**config.mk**
```make
export PLATFORM = sky130hd
export DESIGN_NAME = mem_block_reader
export DESIGN_NICKNAME = d
export VERILOG_FILES = /design/src/rtl/mem_block_reader.sv
export SDC_FILE = /design/constraint.sdc
export NUM_CORES = 1
export LEC_CHECK = 0
export ABC_CLOCK_PERIOD_IN_PS = 3000
export BUFFER_PORTS_ARGS = -buffer_cell sky130_fd_sc_hd__buf_2
export CAP_MARGIN = 20
export CORE_MARGIN = 3
export CORE_UTILIZATION = 52
export CTS_CLUSTER_SIZE = 28
export DETAILED_ROUTE_END_ITERATION = 10
export GPL_TIMING_DRIVEN = 0
export PLACE_DENSITY_LB_ADDON = 0.12
export SETUP_SLACK_MARGIN = 0.4
export SYNTH_ARGS = -nofsm -noshare
export SYNTH_HDL_FRONTEND = slang
export SYNTH_SLANG_ARGS = --single-unit
```
**constraint.sdc**
```tcl
create_clock -name Clk -period 3 [get_ports Clk]
set_clock_uncertainty 0.1 [all_clocks]
set_input_delay 0.9 -clock Clk [delete_from_list [all_inputs] [get_ports Clk]]
set_output_delay 0.9 -clock Clk [all_outputs]
set_load 0.005 [all_outputs]
```
**src/rtl/mem_block_reader.sv**
```systemverilog
// mem_block_reader: reads a block of consecutive Data_mem words and streams
// them out over a valid/ready interface.
//
// A start request captures a base address and a word count. Reads are issued
// one per cycle while the output buffer has room for the answer. The room
// counted is the buffer occupancy plus the reads still in flight, so returned
// data can never overflow the buffer. Read data comes back READ_LATENCY cycles
// after Mem_re. A valid shift register tracks each read, and the word is
// pushed into a small FIFO when its tag emerges. The stream is driven from
// the FIFO head.
//
// Optional build macro: MEM_BLOCK_READER_CHECKSUM_EN
//   When defined, this adds output Checksum. It is a running modulo-2^DATA_W
//   sum of every word transferred on the stream. It is cleared on an accepted
//   Start and on reset, and it holds its value after Done.
//   When undefined, the port and its logic are absent.

module mem_block_reader #(
  parameter int ADDR_W       = 32,
  parameter int DATA_W       = 32,
  parameter int LEN_W        = 16,
  parameter int READ_LATENCY = 1,
  parameter int FIFO_DEPTH   = 4
) (
  input  logic              Clk,
  input  logic              Reset_n,
  input  logic              Start,
  input  logic [ADDR_W-1:0] Base_address,
  input  logic [LEN_W-1:0]  Length,
  output logic              Busy,
  output logic              Done,
  output logic [ADDR_W-1:0] Mem_address,
  output logic              Mem_we,
  output logic              Mem_re,
  input  logic [DATA_W-1:0] Mem_data,
  output logic [DATA_W-1:0] Rd_data,
  output logic              Rd_valid,
`ifdef MEM_BLOCK_READER_CHECKSUM_EN
  output logic [DATA_W-1:0] Checksum,
`endif
  input  logic              Rd_ready
);

  // FIFO_DEPTH is a power of two, so the pointers wrap naturally.
  localparam int PTR_W = $clog2(FIFO_DEPTH);
  // The counters must be able to hold the value FIFO_DEPTH itself.
  localparam int CNT_W = $clog2(FIFO_DEPTH) + 1;

  localparam logic [CNT_W-1:0]  CNT_ONE  = {{(CNT_W-1){1'b0}}, 1'b1};
  localparam logic [CNT_W-1:0]  CNT_ZERO = '0;
  localparam logic [PTR_W-1:0]  PTR_ONE  = {{(PTR_W-1){1'b0}}, 1'b1};
  localparam logic [LEN_W-1:0]  LEN_ONE  = {{(LEN_W-1){1'b0}}, 1'b1};
  localparam logic [ADDR_W-1:0] ADDR_ONE = {{(ADDR_W-1){1'b0}}, 1'b1};
  localparam logic [CNT_W:0]    DEPTH_C  = (CNT_W+1)'(FIFO_DEPTH);

  typedef enum logic [1:0] {
    S_IDLE  = 2'd0,
    S_ISSUE = 2'd1,
    S_DRAIN = 2'd2,
    S_DONE  = 2'd3
  } state_t;

  state_t              r_state;
  logic [ADDR_W-1:0]   r_addr;
  logic [LEN_W-1:0]    r_remaining;
  logic                r_busy;
  logic                r_done;
  logic                r_mem_re;
  logic [ADDR_W-1:0]   r_mem_addr;
  logic [READ_LATENCY-1:0] r_vpipe;
  logic [CNT_W-1:0]    r_inflight;
  logic [CNT_W-1:0]    r_count;
  logic [PTR_W-1:0]    r_wr_ptr;
  logic [PTR_W-1:0]    r_rd_ptr;
  logic [DATA_W-1:0]   r_fifo_mem [FIFO_DEPTH];

  logic [CNT_W:0]      w_occupied;
  logic                w_credit_ok;
  logic                w_issue;
  logic                w_push;
  logic                w_pop;
  logic                w_start_ok;

  // Words already buffered plus words still on their way back from memory.
  assign w_occupied  = {1'b0, r_count} + {1'b0, r_inflight};
  assign w_credit_ok = (w_occupied < DEPTH_C);
  assign w_issue     = (r_state == S_ISSUE) && w_credit_ok;
  assign w_push      = r_vpipe[READ_LATENCY-1];
  assign w_pop       = Rd_valid && Rd_ready;
  assign w_start_ok  = (r_state == S_IDLE) && Start;

  assign Busy        = r_busy;
  assign Done        = r_done;
  assign Mem_re      = r_mem_re;
  assign Mem_address = r_mem_addr;
  assign Mem_we      = 1'b0;
  assign Rd_valid    = (r_count != CNT_ZERO);
  // Gate the head word so the stream reads zero whenever the buffer is empty.
  assign Rd_data     = Rd_valid ? r_fifo_mem[r_rd_ptr] : '0;

  // Control FSM: capture the request, issue reads under credit, wait for drain, pulse Done.
  always_ff @(posedge Clk or negedge Reset_n) begin
    if (!Reset_n) begin
      r_state     <= S_IDLE;
      r_addr      <= '0;
      r_remaining <= '0;
      r_busy      <= 1'b0;
      r_done      <= 1'b0;
      r_mem_re    <= 1'b0;
      r_mem_addr  <= '0;
    end else begin
      r_mem_re <= 1'b0;
      r_done   <= 1'b0;
      case (r_state)
        S_IDLE: begin
          if (Start) begin
            r_addr      <= Base_address;
            r_remaining <= Length;
            r_busy      <= 1'b1;
            r_state     <= (Length == '0) ? S_DONE : S_ISSUE;
          end
        end
        S_ISSUE: begin
          if (w_issue) begin
            r_mem_re    <= 1'b1;
            r_mem_addr  <= r_addr;
            r_addr      <= r_addr + ADDR_ONE;
            r_remaining <= r_remaining - LEN_ONE;
            if (r_remaining == LEN_ONE) begin
              r_state <= S_DRAIN;
            end
          end
        end
        S_DRAIN: begin
          if ((r_inflight == CNT_ZERO) && (r_count == CNT_ZERO)) begin
            r_state <= S_DONE;
          end
        end
        S_DONE: begin
          r_done  <= 1'b1;
          r_busy  <= 1'b0;
          r_state <= S_IDLE;
        end
        default: r_state <= S_IDLE;
      endcase
    end
  end

  // Return-path tag pipeline: one bit per cycle of memory latency, following Mem_re.
  always_ff @(posedge Clk or negedge Reset_n) begin
    if (!Reset_n) begin
      r_vpipe <= '0;
    end else begin
      r_vpipe[0] <= r_mem_re;
      for (int i = 1; i < READ_LATENCY; i++) begin
        r_vpipe[i] <= r_vpipe[i-1];
      end
    end
  end

  // In-flight read counter: up on an issue decision, down when the word lands in the FIFO.
  always_ff @(posedge Clk or negedge Reset_n) begin
    if (!Reset_n) begin
      r_inflight <= '0;
    end else begin
      case ({w_issue, w_push})
        2'b10:   r_inflight <= r_inflight + CNT_ONE;
        2'b01:   r_inflight <= r_inflight - CNT_ONE;
        default: r_inflight <= r_inflight;
      endcase
    end
  end

  // FIFO pointers and occupancy. A push and a pop in the same cycle leave occupancy unchanged.
  always_ff @(posedge Clk or negedge Reset_n) begin
    if (!Reset_n) begin
      r_wr_ptr <= '0;
      r_rd_ptr <= '0;
      r_count  <= '0;
    end else begin
      if (w_push) begin
        r_wr_ptr <= r_wr_ptr + PTR_ONE;
      end
      if (w_pop) begin
        r_rd_ptr <= r_rd_ptr + PTR_ONE;
      end
      case ({w_push, w_pop})
        2'b10:   r_count <= r_count + CNT_ONE;
        2'b01:   r_count <= r_count - CNT_ONE;
        default: r_count <= r_count;
      endcase
    end
  end

  // FIFO storage. It has no reset because the output is gated by occupancy.
  always_ff @(posedge Clk) begin
    if (w_push) begin
      r_fifo_mem[r_wr_ptr] <= Mem_data;
    end
  end

`ifdef MEM_BLOCK_READER_CHECKSUM_EN
  logic [DATA_W-1:0] r_checksum;

  assign Checksum = r_checksum;

  // Running sum of delivered words. It restarts on each accepted request.
  always_ff @(posedge Clk or negedge Reset_n) begin
    if (!Reset_n) begin
      r_checksum <= '0;
    end else if (w_start_ok) begin
      r_checksum <= '0;
    end else if (w_pop) begin
      r_checksum <= r_checksum + Rd_data;
    end
  end
`else
  // Without the checksum, the start qualifier is only needed by the FSM's own test.
  logic w_unused_start_ok;
  assign w_unused_start_ok = w_start_ok;
`endif

endmodule
```
### Yosys cells after proc, flatten, opt, wreduce, memory -nomap -nowiden

Memory sizes are Yosys's and may differ from the RTL's.
Cells that the tools add are included.

* register bits after elaboration: 96
* bits in writable memories: 128
* input bits: 84
* output and inout bits: 69
* word-level logic and storage cells: 73
* memories kept: 1

* add/sub/neg operators: 9
* $lt $le $gt $ge: 1
* equality and inequality tests: 12
* multiplexer cells: 22
* reductions and logical operators: 16

Memory list
* r_fifo_mem: depth 4, width 32, rd ports 1, clocked after memory_dff 0, wr ports 1, line 75 `logic [DATA_W-1:0] r_fifo_mem [FIFO_DEPTH];`

Operator list (count)
* 2-to-1 mux 32 bit: 3
* one-hot mux 32 bit (2 select lines): 1
* adder 32 x 1 -> 32 bit, second input constant: 1
* 2-to-1 mux 16 bit: 2
* one-hot mux 16 bit (2 select lines): 1
* equality test 16 x 1 -> 1 bit, second input constant: 1
* logical NOT 16 bit: 1
* subtractor 16 x 1 -> 16 bit, second input constant: 1
* one-hot mux 3 bit (2 select lines): 2
* 2-to-1 mux 2 bit: 5
* equality test 2 bit, second input constant: 4
* one-hot mux 2 bit (4 select lines): 1
* nonzero test 2 bit: 4
* adder 3 x 1 -> 3 bit, second input constant: 2
* equality test 2 x 1 -> 1 bit, second input constant: 3
* logical NOT 3 bit: 2
* 2-to-1 mux 1 bit: 6
* != test 2 bit, second input constant: 3
* subtractor 3 x 1 -> 3 bit, second input constant: 2
* adder 2 x 1 -> 2 bit, second input constant: 2
* adder 3 x 3 -> 4 bit: 1
* less-than comparator 4 x 3 -> 1 bit, second input constant: 1
* AND reduction 2 bit: 2
* AND reduction 4 bit: 1
* 6 further kinds: 8

### Depth between registers and ports, before layout

Gate-level depths: netlist of run 1.

* depth in word-level cells: 5
* gate-level depth with buffers: 12
* depth with buffers taken out: 10

### Worst setup path after synthesis of run 1

No wires, ideal clock.

* path type: register to register
* start point: register r_state[1]
* end point: register r_inflight[2]
* arrival time: 2451 ps
* data required time: 2775 ps
* path slack: 323 ps
* cell stages (with the launch flop): 13
* buffers on the path: 2
* cells stage by stage: dfrtp_1 -> inv_1 -> ha_1 -> clkbuf_1 -> nor4b_1 -> nand2_1 -> clkbuf_1 -> ha_1 -> inv_1 -> fa_1 -> xor2_1 -> nor2_1 -> xor2_1

* cells in the longest elaborated chain, start to end: 4
* elaborated cells between the ends (all ways): 6
* classes of those cells: 3 x eq/ne; 1 x mux; 2 x reduce/logical

RTL lines
* start: declaration: line 63 `state_t r_state;`
* start signal: assignment: line 120 `r_state <= (Length == '0) ? S_DONE : S_ISSUE;`
* equality test 2 x 1 -> 1 bit (*): line 87 `assign w_issue = (r_state == S_ISSUE) && w_credit_ok;`
* logical AND 1 bit (*): line 87
* equality test 2 x 1 -> 1 bit / equality test 2 bit (equally long branches): line 166 `case ({w_issue, w_push})`
* one-hot mux 3 bit (2 select lines) / nonzero test 2 bit (equally long branches)
* end signal: assignment: line 167 `2'b10: r_inflight <= r_inflight + CNT_ONE;`
* end signal: assignment: line 168 `2'b01: r_inflight <= r_inflight - CNT_ONE;`
* end signal: assignment: line 169 `default: r_inflight <= r_inflight;`
* end: declaration: line 71 `logic [CNT_W-1:0] r_inflight;`

Every way passes the cells marked *; elsewhere a longest branch is shown, timed or not.
A chain may end at the register's enable or synchronous reset.

### Final worst setup path of run 1

* start point: register r_rd_ptr[0]
* end point: output Rd_data[18]

* cells in the longest elaborated chain, start to end: 2

RTL lines
* start: declaration: line 74 `logic [PTR_W-1:0] r_rd_ptr;`
* start signal: assignment: line 185 `r_rd_ptr <= r_rd_ptr + PTR_ONE;`
* memory (4 x 32 bit)
* 2-to-1 mux 32 bit: line 99 `assign Rd_data = Rd_valid ? r_fifo_mem[r_rd_ptr] : '0;`
* end: declaration: line 36 `output logic [DATA_W-1:0] Rd_data,`

No other way between the ends.

==> results of run 1 <==
## per-layer routing
layer,up-vias,track usage (%),part of all wire (%)
met2,218,38.4,51
met5,-,0,0
li1,3383,-,-
met1,3558,30.2,42
met4,0,5.56,1.9
met3,33,3.56,5.7
## sequential cells by signal, indices dropped and copies added, names as in the netlist
signal and flops:
r_fifo_mem 128, Mem_address 32, r_addr 32, r_remaining 16
r_count 3, r_inflight 3, r_rd_ptr 2, r_state 2
r_wr_ptr 2, Busy 1, Done 1, Mem_re 1
r_vpipe 1
## logic make-up after synthesis
logic type      share of synthesized area, %
compound gates                          8.65
mux                                     8.15
simple gates                            15.8
xor+xnor                               0.781
flops                                   61.9
buf+inv                                 2.46
fa+ha+maj                               2.26
other cells                           0.0372
## repair_timing
item                                    in CTS  in global routing
pin swaps                                    7                 27
gates cloned                                 1                  2
endpoints found under the hold margin        0                  0
hold buffers                                 0                  0
endpoints found under the setup margin      92                 58
gates resized for setup                     73                 53
setup buffers                                8                  3
## layout make-up
| cell class | instances | area (sq um) | share of cell area [%] |
|---|---|---|---|
| buffer | 43 | 337 | 2.66 |
| clock buffer | 26 | 629 | 4.98 |
| clock inverter | 18 | 204 | 1.61 |
| inverter | 19 | 71.3 | 0.564 |
| multi-input combinational | 514 | 3710 | 29.4 |
| sequential | 224 | 6250 | 49.4 |
| tap | 260 | 325 | 2.57 |
| timing repair buffer | 166 | 1120 | 8.85 |
## where the power goes
part           leakage (nW)  switching [mW]  internal [mW]
clock network         0.385            1.19           1.86
logic                  2.41            3.30           3.15
registers              2.30           0.698           4.09
total                  5.09            5.19           9.10
## stage by stage
step                instance area (sq um)  worst slack (ns)  hold slack [ns]   TNS [ns]  cells
CTS                                 12400         -0.000191            0.300  -0.000191   1265
finish                              12600            0.0232            0.291          0   1270
global route                        12600           -0.0350            0.304     -0.247   1270
floorplan                           10100             0.370            0.276          0    800
global placement                    11200            -0.246            0.261     -13.75   1211
detailed placement                  11200            -0.244            0.281     -0.452   1212
## cell usage after synthesis (all sizes together) (13+ instances only)
library cell	number
a2bb2oi	15
and2	41
o22ai	28
nand4	17
mux4	32
a21oi	44
nand3	32
ha	15
edfxtp	128
nand2	136
dfrtp	96
nor2	22
nor4	16
inv	19
clkbuf	30
buf	13
o21ai	28
## final timing paths
check	slack (ns)	startpoint	to	cells past startpoint
max in group asynchronous	1.82	Reset_n	r_addr[7]	2
worst min register to register	0.29	Mem_re	r_vpipe	0
worst max-delay path	0.02	r_rd_ptr[0]	Rd_data[18]	5
worst min-delay path	0.29	Mem_re	r_vpipe	0
min in group asynchronous	0.32	Reset_n	Mem_address[20]	1
worst max register to register	0.50	r_count[1]	r_inflight[2]	11
==> metrics.txt, run 1 <==
most frequent cells in the layout=135 x nand2_1, 130 x buf_2, 128 x edfxtp_1; final count of negative-setup-slack endpoints=0; largest net degree at the start of global routing=50; post-synth top area share=38.1%; yosys warns=0; number of synthesized flops with an enable pin=approximately 130; Area contributors post-synth=edfxtp_1 38%, dfrtp_1 24%, mux4_2 7.1%; drt wl/cell=~19 microns; post-synthesis cell count=800; DP Wirelength=16,100 microns; core area=approximately 19,000 sq um; final hold vios=0; commonest non-fill, non-tap cell in the layout=nand2_1; Tot GR Track Use=22.3%; Buf/Inv on CP=3; Max FO, Critical Path=8; Die X=145 microns; Critical Path Slowest Stage Cell=mux4_2; mapped cell area=10,100 sq um; first-pass GRT wire length=38,500 microns; nets=1,093; gr ovfl total=0; post-route minimum period=~3.0 ns; Total Power=14.3 mW; Req. time, crit path=2.00 ns; fin util=around 67%; outcome=complete, no violations; CTS tree=done; Synthesized Nets=~900; LEAKAGE=5.09 nW; via count=about 7,000; antenna violations before repair=0; Arr. time, crit path=approximately 2 ns; sequential share of the synthesized area=roughly three fifths; Iteration-0 DRC Markers=462; Filler cells=between 1,000 and 1,500; ANT cells=0; Area growth, synth to finish=25.3%; crit start category=flip-flop; crit end category=output pin; final wirelength=24,300 microns; post-route ant nets=0; Max Cap Viol=0; GP Congestion=approximately 0.86; mean post-synth cell area=12.6 sq um; row count=50; PD cells=1130 nW/um^2; Skew-Pair Late Insertion Delay=between 0.5 and 0.6 ns; Pins Over Slew Limit=0; # clock sinks=224; total CTS buffers=24; CTS clk-pin slew, worst paths=0.06 ns; Post-synth ARST share=42.9%; initial core utilization=53.4%; number of vias per cell=5.66; H-tree Lvls=1; Peak Freq=0.336 GHz; Least-Margin Pin Slew=0.896 ns; Die Y=approximately 150 microns; Max IR drop VDD=between 0.5 and 0.6 mV; HP Class=flip-flop to flip-flop; prevailing post-synth register cell=edfxtp_1; RSZ-0062 raised after global routing=yes; layout cells sized above 1=31.8%; Clock Root Buffer=clkbuf_16; # IOs=~150; crit path kind=flip-flop to output pin; Crit path largest cell delay=0.50 ns; delay-heaviest family, CP=multiplexers; synth unique cells=between 60 and 70; Pre-antenna DRT Iters=5; Max transition margin=40.2%; Die ar.=21,100 sq um; CTS Buffer Depth=3; detailed-route DRC error count=0; Seq cells post-synth=224; Buffers on Ports=151; period utilisation layout=99.2%; CP Cell Sequence=buf_12 > clkbuf_16 > mux4_2 > and2_4 > buf_6; cell taking the most area after synthesis=edfxtp_1; number of global-route vias before repair=7,337
No activity file was read; power rests on OpenSTA's default activity.
==> run 2, diff against run 1 <==
--- a/config.mk
+++ b/config.mk
@@ -9,5 +9,5 @@
 export BUFFER_PORTS_ARGS = -buffer_cell sky130_fd_sc_hd__buf_2
 export CAP_MARGIN = 20
-export CORE_MARGIN = 3
+export CORE_MARGIN = 1
 export CORE_UTILIZATION = 52
 export CTS_CLUSTER_SIZE = 28
==> constraint.sdc (replaced) <==
create_clock -name Clk -period 3 [get_ports Clk]
set_clock_uncertainty 0.1 [all_clocks]
set_input_delay 0.9 -clock Clk [delete_from_list [all_inputs] [get_ports Clk]]
set_output_delay 0.9 -clock Clk [all_outputs]
set_load 0.02 [all_outputs]
==> run 2 against run 1 <==
Effect of this change: global-route usage grew 1.6 points; worst setup slack about the same; non-clock buffer count is 4 higher; maximum frequency about the same; sequential share of layout area is 0.20 points higher; cell count is 0.39% higher; sequential power about the same; sequential cell count is the same; largest power group unchanged.
==> metrics.txt, run 2 (synthesis results as in run 1) <==
Worst path depth=5; period utilisation layout=99.2%; Iteration-0 DRC Markers=480; crit path kind=flip-flop to output pin; gr ovfl total=0; # clock sinks=224; Setup WS post-layout=0.0233 ns; Tot GR Track Use=23.9%; Skew-Pair Late Insertion Delay=approximately 0.50 ns; RSZ-0062 raised after global routing=yes; Hold Path End=r_vpipe; dpl cells=1,212; Finished Cell Area=roughly 13,000 sq um; Net Sw Frac=between 30 and 40%; post-route minimum period=2.98 ns; Area growth, synth to finish=24.8%; H-tree Lvls=1; post-route ant nets=0; Buffers on Ports=between 150 and 200; commonest non-fill, non-tap cell in the layout=nand2_1; detailed-route DRC error count=0; first-pass GRT wire length=37,100 microns; CP Cell Sequence=buf_8 > buf_12 > mux4_2 > and2_1 > buf_2; Hold Worst Slack=0.274 ns; Combinational Power Share=46.8%; LEAKAGE=5.08 nW; Critical R2R Launch=r_count[1]; storage element area=6250 sq um; Max FO, Critical Path=9; core area=18,900 sq um; final cell count without fillers=roughly 1,300; Pins Over Slew Limit=0; PD cells=1170 nW/um^2; Sw Pwr=5.78 mW; final hold vios=0; row count=50; Critical Path Slowest Stage Cell=mux4_2; placed cell area=11,200 sq um; CTS clk-pin slew, worst paths=0.06 ns; Clock Root Buffer=clkbuf_16; Buf/Inv on CP=3; R2R Setup Slk=0.48 ns; drt wl/cell=18.5 microns; Arr. time, crit path=1.98 ns; largest net degree at the start of global routing=58; r2r endpoint=r_remaining[7]; most frequent cells in the layout=135 x nand2_1, 134 x buf_2, 128 x edfxtp_1; total CTS buffers=24; HP Class=flip-flop to flip-flop; outcome=complete, no violations; delay-heaviest family, CP=multiplexers; via count=7,298; fin util=66.7%; Worst Hold Depth=0; crit start category=flip-flop; initial core utilization=53.4%; nets=between 1,000 and 1,500; GP Congestion=0.870; Max Cap Viol=0; hold_sp=Mem_re; DP Wirelength=about 16,000 microns; final count of negative-setup-slack endpoints=0; Multi-input gate area=3730 sq um; layout cells sized above 1=a little under a third; P_int=9.00 mW; CTS tree=done; Least-Margin Pin Slew=0.882 ns; Peak Freq=0.336 GHz; Max transition margin=41.2%; Die Y=about 140 microns; # IOs=153; worst slack, placed=-0.225 ns; max reg flops=about 130; CTS Buffer Depth=3; antenna violations before repair=0; number of global-route vias before repair=7,122; Crit path largest cell delay=0.48 ns; Total Power=14.8 mW; power share of the sequential group=32.4%; Worst Reg2Reg Path Length in Cells=8; Die X=141 microns; Max IR drop VDD=0.641 mV; final wirelength=23,600 microns; Die ar.=20,000 sq um; Clk pwr share=20.8%; number of vias per cell=5.72; Hold-fix buffers, CTS=0; Top reg by flops=r_fifo_mem; Pre-antenna DRT Iters=5; Filler cells=1,483; crit end category=output pin; Req. time, crit path=about 2 ns; TNS Setup=0 ns
[run 2: cell types whose count changed in the layout (fill, tap and decap cells not counted), sizes merged]
cell,before,now
diode,0,1
clkinvlp,7,4
clkinv,7,5
inv,19,20
bufinv,4,2
buf,178,188
[run 2: area by class of cell]
class / instances / area share (%)
flip-flops and latches: 224 / 49.6
clock inverters: 12 / 1.04
multi-input cells: 514 / 29.6
clock buffers: 32 / 5.66
plain buffers: 43 / 2.55
repair buffers: 170 / 8.34
diodes: 1 / 0.0199
inverters: 19 / 0.566
well taps: 260 / 2.58
[run 2: power by group through the flow]
stage                     clock network (mW)  logic, mW  registers [mW]
after floorplan                            0       3.98            4.92
after global routing                    3.24       7.52            4.89
after CTS                               3.14       6.67            4.76
after global placement                     0       5.83            4.81
final                                   3.07       6.92            4.80
after detailed placement                   0       5.91            4.82
[run 2: routing by layer]
layer,share of wire (%),track usage (%),vias up
met5,0,0,-
met4,1.9,6.35,0
met3,5.8,3.48,43
met2,50,41.1,266
met1,42,32.0,3596
li1,-,-,3393
[run 2: worst max path at each step]
stage,from,endpoint,slack [ns]
floorplan,r_rd_ptr[0],Rd_data[10],0.31
global placement,r_state[1],r_inflight[2],-0.22
detailed placement,r_state[1],r_inflight[1],-0.23
CTS,r_rd_ptr[0],Rd_data[6],-0.02
global route,r_rd_ptr[0],Rd_data[11],-0.04
finish,r_rd_ptr[0],Rd_data[25],0.02
[run 2: worst register-to-register path, delay by kind of cell (launching register included)]
| family | cells | cell delay (ns) |
|---|---|---|
| and+or+nand+nor | 3 | 1.07 |
| buffers and inverters | 2 | 0.31 |
| DFF | 1 | 0.39 |
| AOI/OAI and AO/OA | 1 | 0.09 |
| muxes | 1 | 0.21 |
| adders and majority gates | 1 | 0.20 |
[run 2: repair_timing]
action | CTS | global route
setup buffers | 9 | 9
endpoints found under the setup margin | 84 | 56
hold endpoints to repair | 0 | 0
resized for setup | 104 | 32
pin swaps | 2 | 4
==> run 3, diff against run 2 <==
ABC_AREA = 1   (was unset)
==> run 3 against run 2 <==
Effect of this change: design area rose by 6.5%; clock power rose by 3%; register-to-register slack barely moved; critical path depth rose by 2; sequential share of layout area fell by 3.0 points; die area rose by 6.4%; worst setup slack improved by 0.071 ns; clock-buffer cell count rose by 1; cell count rose by 35%; core utilization fell by 0.38 points.
==> metrics.txt, run 3 <==
outcome=complete, no violations; mapped cell area=around 11,000 sq um; P_int=8.89 mW; Critical Path Slowest Stage Cell=dfrtp_2; most frequent cells in the layout=297 x nand2_1, 247 x nor2_1, 129 x buf_2; drt wl/cell=16.4 microns; r2r endpoint=r_inflight[2]; Critical R2R Launch=r_count[1]; via count=8,941; Post-synth ARST share=42.9%; CTS tree=done; sequential share of the synthesized area=58.1%; Post-synth top cells=297 x nand2_1, 255 x nor2_1, 142 x o21ai_0, 128 x edfxtp_1, 97 x inv_1; Pins Over Slew Limit=0; Area contributors post-synth=edfxtp_1 36%, dfrtp_1 22%, nand2_1 10%; mean post-synth cell area=8.72 sq um; Buffers on Ports=151; detailed-route DRC error count=0; # clock sinks=~220; layout cells sized above 1=about 20%; GP Congestion=0.931; Die Y=about 150 microns; yosys warns=0; HP Class=primary input to asynchronous set/reset pin; CTS Buffer Depth=3; Seq cells post-synth=224; Req. time, crit path=2.00 ns; row count=between 50 and 60; number of synthesized flops with an enable pin=approximately 130; Hold-fix buffers, CTS=0; crit path kind=flip-flop to output pin; Max IR drop VDD=0.548 mV; max reg flops=128; Hold Worst Slack=roughly 0.22 ns; Worst Reg2Reg Path Length in Cells=12; initial core utilization=53.1%; largest net degree at the start of global routing=a little under 70; power share of the sequential group=30.4%; period utilisation layout=96.9%; Clk pwr share=20.6%; CP Cell Sequence=buf_6 > buf_4 > nor2_1 > nor2_1 > o21ai_1 > a21oi_1 > buf_4; # IOs=roughly 150; Iteration-0 DRC Markers=634; CTS clk-pin slew, worst paths=~0.06 ns; cell taking the most area after synthesis=edfxtp_1; crit start category=flip-flop; antenna violations before repair=1; Max FO, Critical Path=6; TNS Setup=0 ns; R2R Setup Slk=0.48 ns; number of vias per cell=between 5 and 6; first-pass GRT wire length=44,300 microns; post-synthesis cell count=roughly 1,200; RSZ-0062 raised after global routing=yes; final hold vios=0; Area growth, synth to finish=24.8%; number of global-route vias before repair=8,633; Net Sw Frac=42.3%; synth unique cells=36; Max transition margin=34.3%; final wirelength=28,300 microns; Die X=146 microns; DP Wirelength=19,200 microns; Skew-Pair Late Insertion Delay=around 0.52 ns; Least-Margin Pin Slew=0.985 ns; core area=20,200 sq um; Tot GR Track Use=about a quarter; Pre-antenna DRT Iters=5; post-synth top area share=35.8%; total CTS buffers=25; post-route ant nets=0; gr ovfl total=0; commonest non-fill, non-tap cell in the layout=nand2_1; nets=between 1,500 and 2,000; delay-heaviest family, CP=buffers and inverters; Arr. time, crit path=1.91 ns; Peak Freq=0.344 GHz; Max Cap Viol=0; H-tree Lvls=1; crit end category=output pin; post-route minimum period=roughly 2.9 ns; LEAKAGE=5.90 nW; PD cells=1150 nW/um^2; Crit path largest cell delay=approximately 0.4 ns; Die ar.=around 21,000 sq um; final count of negative-setup-slack endpoints=0; prevailing post-synth register cell=edfxtp_1; count leader, synth=nand2_1; Synthesized Nets=1,333; Sw Pwr=6.52 mW; Clock Root Buffer=clkbuf_16; Top reg by flops=r_fifo_mem; Combinational Power Share=49.0%; Buf/Inv on CP=3
==> run 3: changes by cell type after synthesis, moves of 20 or more <==
cell,change
nand2_1,+161
o21ai_0,+115
inv_1,+78
mux4_2,-32
o22ai_1,-27
nor2_1,+233
and2_1,-40
nand3_1,+20
==> run 3: cells by family (layout without fill, tap and decap cells) <==
kind of cell	count (synthesis)	in the layout	synth area share [%]
simple gates	629	629	23.6
compound gates	195	195	9.26
flops	224	224	58.1
buf+inv	152	375	5.74
other cells	1	3	0.0349
xor+xnor	14	14	1.14
fa+ha+maj	17	17	2.12
==> run 3: layer usage <==
layer	global-route usage, %	part of all wire (%)	vias up
met2	46.6	50	297
li1	-	-	4416
met3	3.98	6.0	46
met5	0	0	-
met1	34.0	42	4182
met4	8.26	2.6	0
==> run 3: stage by stage <==
step | instance area [sq um] | cells | util [%] | setup slack [ns] | power [mW]
global placement | 11800 | 1653 | 58.5 | -0.175 | 11.0
floorplan | 10700 | 1232 | - | 0.634 | 9.03
global route | 13400 | 1725 | 66.3 | 0.0681 | 16.4
CTS | 13100 | 1710 | 64.8 | 0.159 | 14.9
finish | 13400 | 1727 | 66.3 | 0.0940 | 15.4
detailed placement | 11900 | 1657 | 59.0 | 0.128 | 11.2
==> run 3: timing repair <==
item	in CTS	in global routing
endpoints found under the setup margin	35	35
pin swaps	8	15
setup buffers	5	13
gates cloned	2	2
resized for setup	94	77
==> run 3: worst max-delay path by stage <==
stage,from,to,depth (start not counted)
3_5_place_dp,r_count[0],Rd_data[22],4
6_report,r_rd_ptr[0],Rd_data[0],7
4_1_cts,r_rd_ptr[0],Rd_data[16],7
5_1_grt,r_rd_ptr[0],Rd_data[0],7
2_1_floorplan,r_count[1],r_inflight[2],11
3_3_place_gp,Reset_n,r_remaining[10],1
==> run 3: worst register-to-register path, delay by kind of cell, from the launching register on <==
family                     cells  cell delay (ns)
DFF                            1             0.44
adders and majority gates      3             0.78
and+or+nand+nor                2             0.23
buffers and inverters          4             0.46
xor gates and xnor gates       1             0.14
AOI/OAI and AO/OA              2             0.26
==> run 3: power groups by stage <==
stage | combinational (mW) | clock [mW] | sequential [mW]
3_3_place_gp | 6.30 | 0 | 4.69
2_1_floorplan | 4.23 | 0 | 4.80
4_1_cts | 7.00 | 3.19 | 4.68
3_5_place_dp | 6.47 | 0 | 4.71
5_1_grt | 8.34 | 3.34 | 4.77
6_report | 7.55 | 3.17 | 4.69
==> run 3: cell type report <==
| class | instances | area (sq um) |
|---|---|---|
| multi-input combinational | 856 | 3920 |
| fill | 1654 | 6820 |
| inverter | 100 | 390 |
| tap | 270 | 338 |
| buffer | 52 | 459 |
| clock inverter | 13 | 170 |
| timing repair buffer | 177 | 1190 |
| clock buffer | 33 | 686 |
| sequential | 224 | 6250 |
| antenna | 2 | 5.00 |
